[src/rtl/pipeline_fetch_stage.sv]
// IF stage and IF/ID pipeline register of the 5-stage RV32I pipeline.
// Holds the fetch PC, presents it to instruction memory, and latches the
// returned word into IF/ID under control of hazard stall/flush and EX-stage
// branch redirects. Two saturating counters track accepted instructions and
// bubble cycles for debug and CPI measurement.
module pipeline_fetch_stage #(
  parameter int              XLEN      = 32,
  parameter logic [XLEN-1:0] RESET_PC  = 32'h0000_0000,
  parameter logic [31:0]     NOP_INSTR = 32'h0000_0013,
  parameter int              CNT_W     = 16
) (
  input  logic             clk,
  input  logic             reset,
  input  logic             stall_f,
  input  logic             flush_d,
  input  logic             branch_taken_e,
  input  logic [XLEN-1:0]  branch_target_e,
  output logic [XLEN-1:0]  imem_addr,
  input  logic [31:0]      imem_rdata,
  output logic [XLEN-1:0]  pc_f,
  output logic [31:0]      instr_d,
  output logic [XLEN-1:0]  pc_d,
  output logic [XLEN-1:0]  pc_plus4_d,
  output logic             valid_d,
  output logic [CNT_W-1:0] fetch_count,
  output logic [CNT_W-1:0] bubble_count
);

  localparam logic [XLEN-1:0]  PC_STEP  = XLEN'(32'd4);
  localparam logic [XLEN-1:0]  PC_ZERO  = {XLEN{1'b0}};
  localparam logic [CNT_W-1:0] CNT_MAX  = {CNT_W{1'b1}};
  localparam logic [CNT_W-1:0] CNT_ONE  = CNT_W'(1'b1);
  localparam logic [CNT_W-1:0] CNT_ZERO = {CNT_W{1'b0}};

  logic [XLEN-1:0]  pc_r;
  logic [31:0]      instr_r;
  logic [XLEN-1:0]  pc_d_r;
  logic [XLEN-1:0]  pc_plus4_r;
  logic             valid_r;
  logic [CNT_W-1:0] fetch_cnt_r;
  logic [CNT_W-1:0] bubble_cnt_r;

  logic             flush_int_s;
  logic             load_s;
  logic [XLEN-1:0]  pc_seq_s;
  logic [XLEN-1:0]  pc_nxt_s;
  logic [31:0]      instr_nxt_s;
  logic [XLEN-1:0]  pc_d_nxt_s;
  logic [XLEN-1:0]  pc_plus4_nxt_s;
  logic             valid_nxt_s;
  logic [CNT_W-1:0] fetch_cnt_nxt_s;
  logic [CNT_W-1:0] bubble_cnt_nxt_s;

  // A taken branch squashes the wrong-path word sitting in IF/ID, same as a hazard flush.
  assign flush_int_s = flush_d | branch_taken_e;
  // Sequential PC wraps modulo 2^XLEN by construction.
  assign pc_seq_s    = pc_r + PC_STEP;

  // Next fetch PC: redirect beats stall, stall beats sequential advance.
  always_comb begin
    pc_nxt_s = pc_seq_s;
    if (branch_taken_e) begin
      pc_nxt_s = {branch_target_e[XLEN-1:2], 2'b00};
    end else if (stall_f) begin
      pc_nxt_s = pc_r;
    end else begin
      pc_nxt_s = pc_seq_s;
    end
  end

  // Next IF/ID contents: flush inserts a bubble, stall holds, otherwise load the fetched word.
  always_comb begin
    instr_nxt_s    = instr_r;
    pc_d_nxt_s     = pc_d_r;
    pc_plus4_nxt_s = pc_plus4_r;
    valid_nxt_s    = valid_r;
    load_s         = 1'b0;
    if (flush_int_s) begin
      instr_nxt_s = NOP_INSTR;
      valid_nxt_s = 1'b0;
    end else if (stall_f) begin
      valid_nxt_s = valid_r;
    end else begin
      instr_nxt_s    = imem_rdata;
      pc_d_nxt_s     = pc_r;
      pc_plus4_nxt_s = pc_seq_s;
      valid_nxt_s    = 1'b1;
      load_s         = 1'b1;
    end
  end

  // Saturating performance counters: loads versus stall/flush bubble cycles.
  always_comb begin
    fetch_cnt_nxt_s  = fetch_cnt_r;
    bubble_cnt_nxt_s = bubble_cnt_r;
    if (load_s && (fetch_cnt_r != CNT_MAX)) begin
      fetch_cnt_nxt_s = fetch_cnt_r + CNT_ONE;
    end else begin
      fetch_cnt_nxt_s = fetch_cnt_r;
    end
    if ((stall_f || flush_int_s) && (bubble_cnt_r != CNT_MAX)) begin
      bubble_cnt_nxt_s = bubble_cnt_r + CNT_ONE;
    end else begin
      bubble_cnt_nxt_s = bubble_cnt_r;
    end
  end

  // State register with synchronous active-low reset overriding every other input.
  always_ff @(posedge clk) begin
    if (!reset) begin
      pc_r         <= RESET_PC;
      instr_r      <= NOP_INSTR;
      pc_d_r       <= PC_ZERO;
      pc_plus4_r   <= PC_ZERO;
      valid_r      <= 1'b0;
      fetch_cnt_r  <= CNT_ZERO;
      bubble_cnt_r <= CNT_ZERO;
    end else begin
      pc_r         <= pc_nxt_s;
      instr_r      <= instr_nxt_s;
      pc_d_r       <= pc_d_nxt_s;
      pc_plus4_r   <= pc_plus4_nxt_s;
      valid_r      <= valid_nxt_s;
      fetch_cnt_r  <= fetch_cnt_nxt_s;
      bubble_cnt_r <= bubble_cnt_nxt_s;
    end
  end

  assign imem_addr    = pc_r;
  assign pc_f         = pc_r;
  assign instr_d      = instr_r;
  assign pc_d         = pc_d_r;
  assign pc_plus4_d   = pc_plus4_r;
  assign valid_d      = valid_r;
  assign fetch_count  = fetch_cnt_r;
  assign bubble_count = bubble_cnt_r;

endmodule

[config.mk]
export PLATFORM = sky130hd
export DESIGN_NAME = pipeline_fetch_stage
export DESIGN_NICKNAME = d
export VERILOG_FILES = /design/src/rtl/pipeline_fetch_stage.sv
export SDC_FILE = /design/constraint.sdc
export NUM_CORES = 1
export LEC_CHECK = 0
export ABC_CLOCK_PERIOD_IN_PS = 2350
export CORE_MARGIN = 2
export CORE_UTILIZATION = 66
export CTS_BUF_LIST = sky130_fd_sc_hd__clkbuf_4
export DETAILED_ROUTE_END_ITERATION = 12
export DONT_BUFFER_PORTS = 1
export GPL_ROUTABILITY_DRIVEN = 0
export PLACE_DENSITY_LB_ADDON = 0.05
export RECOVER_POWER = 25
export REMOVE_ABC_BUFFERS = 1
export SYNTH_ARGS = -nofsm -noshare
export SYNTH_HDL_FRONTEND = slang
export SYNTH_SLANG_ARGS = --single-unit
[constraint.sdc]
create_clock -name clk -period 2.35 [get_ports clk]
set_input_delay 0 -clock clk [delete_from_list [all_inputs] [get_ports clk]]
set_output_delay 0 -clock clk [all_outputs]
set_load 0.005 [all_outputs]
==> results_dict.tcl <==
set metrics [dict create \
    ios 262 \
    synthAdderAreaFrac_pct 0.532 \
    start_util_pct 68.1 \
    path_clk_slew_ns 0.13 \
    die_height_um 107 \
    dieArea_um2 11500 \
    synth-simple-area-share_pct 20.9 \
    synthMuxAreaShare_pct 4.40 \
    cts_setup_buffers 0 \
    die_w_um 107 \
    vdd_drop_max_uv 392 \
    slew_viol_final 0 \
    drive_above_1_share_pct 9.61 \
    arrival_ns 2.72 \
    place_area_um2 6970 \
    fp-row-count 37 \
    synthDistinctLibCells 51 \
    core_area_um2 10400 \
    final_cell_mix "154 x dfxtp_1, 97 x nand2_1, 84 x nor2_1, 83 x a21oi_1, 78 x dlygate4sd3_1" \
    synthFlopType "dfxtp_1" \
    antenna_found_initial 0 \
    pre_cts_slack_ns 0.215 \
    crit_path_end_kind "flip-flop" \
    critPathMaxFanout 54 \
    synthToLayoutAreaGrowth_pct 14.7 \
    hold_class "input port to flip-flop" \
    maxCapViolCount 0 \
    grt_usage_pct 33.3 \
    period_share_pct 96.8 \
    setup_viol 0 \
    cts_made_buffers 17 \
    fill_cells 716 \
    routedWlPerCell_um 19.3 \
    hold_violations 0 \
    ys_async_sr_fraction_pct 0 \
    max_freq_ghz 0.440 \
    finalWorstSetupSlack_ns 0.0756 \
    crit_type "input port to flip-flop" \
    finalWirelength_um 19900 \
    synth-compound-area-share_pct 13.0 \
    mostFrequentLayoutCell "dfxtp_1" \
    clock_sinks 155 \
    first_pass_iters 5 \
    yosysSeqAreaShare_pct 44.0 \
    worstSkewPairLatency_ns 0.56 \
    avgSynthCellArea_um2 8.33 \
    drc 0 \
    htreeDepth 4 \
    min_period_ns 2.27 \
    crit_path_start_kind "input port" \
    fin_area_um2 8100 \
    grt_max_degree 64 \
    overflow 0 \
    synthCells 847 \
    p_per_area_nw_per_um2 600 \
    yosysWarnings 0 \
    fin_nets 955 \
    dp.cells 918 \
    synth_top_family_by_area "simple AND/OR/NAND/NOR gates" \
    outcome "completed" \
    hold_ws_ns 0.102 \
    ant_nets 0 \
    tritoncts "yes" \
    syn-cell-area_um2 7060 \
    port_buffers 0 \
    clk_path_buf_depth 2 \
    drt_iter0_drc 489 \
    slew_headroom_pct 52.6 \
    first_global_vias 6100 \
    synth_seq_cells 155 \
    yosys.area_share.xor_xnor_pct 8.93 \
    worst_ep_required_time_ns 2.80 \
    vias 6304 \
    rsz0062_at_grt "false" \
    skew_ns 0.0183 \
    synth-edff-count 0 \
    dpl.hpwl_um 11700 \
    fin_cells 1031 \
    via_per_inst 6.11 \
    worstMarginPinSlew_ns 0.705 \
    grt_pass1_wl_um 30300 \
    power_leakage_nw 2.87 \
    cts-root-buf "clkbuf_4" \
    antenna_cells 0 \
]
## through the flow
stage                     power, mW  util (%)  setup TNS (ns)
after floorplan                3.10         -         -131.66
final                          4.86      78.1               0
after global routing           5.04      78.1               0
after global placement         3.21      67.2               0
after detailed placement       3.22      67.2               0
after CTS                      4.82      77.7               0
## routing by layer
metal / wire length, um / share of wire [%] / global-route usage (%)
met5: 0 / 0 / 0
met4: 650 / 3.3 / 15.8
met3: 1610 / 8.1 / 9.20
met2: 9910 / 50 / 56.9
met1: 7700 / 39 / 38.6
## power breakdown
part	switching, mW	internal [mW]	leakage [nW]	total [mW]
logic	0.288	0.243	1.48	0.531
registers	0.104	2.71	1.26	2.82
clock network	0.994	0.517	0.123	1.51
## worst paths after layout
check,start,end,slack [ns],cells past startpoint
max,reset,instr_d[4],0.08,7
min reg2reg,pc_d[29],pc_d[29],0.48,2
min,stall_f,imem_addr[10],0.10,5
max reg2reg,imem_addr[3],imem_addr[12],0.15,7
## final cells by class
class                      count  area (um^2)  share of cell area (%)
timing repair buffer         116         1130                    14.0
clock inverter                14          125                    1.55
sequential                   155         3100                    38.3
tap                          136          170                    2.10
multi-input combinational    587         3420                    42.2
inverter                       6         22.5                   0.278
clock buffer                  17          128                    1.58
## logic make-up after synthesis
kind of cell	after synthesis
AND/OR/NAND/NOR	306
AO/OA/AOI/OAI	167
flip-flops	155
buffers and inverters	112
XOR/XNOR	72
multiplexers	31
adder cells (fa/ha/maj)	3
other	1
## sequential cells by signal, indices dropped and copies added, names as in the netlist
| name | flops |
|---|---|
| pc_d | 30 |
| pc_plus4_d | 30 |
| fetch_count | 16 |
| imem_addr | 30 |
| bubble_count | 16 |
| instr_d | 32 |
| valid_d | 1 |
## what timing repair did
item,CTS,global route
hold buffers,80,1
endpoints found under the hold margin,142,55
resized for setup,0,5
endpoints found under the setup margin,0,5
## cell usage after synthesis, drive strengths merged, types with 7 or more instances
master	instances	share of area (%)
and3	7	0.62
xor2	39	4.8
clkbuf	51	2.8
nand4	19	1.9
nand2	97	5.2
o21ai	55	4.0
mux2i	31	4.4
nor2	86	4.6
xnor2	33	4.1
nor3	15	1.1
nand3	31	2.2
or3	9	0.80
dfxtp	155	44
a21oi	83	5.9
nor4	15	1.6
buf	55	5.1
## critical path: stages
cell and delay (ns):
dlygate4sd3_1 0.62, buf_12 0.26, inv_2 0.31, or3_1 0.39
buf_4 0.24, a211o_1 0.31, dlygate4sd3_1 0.57
Note: power is estimated with default switching activity, not from simulation.
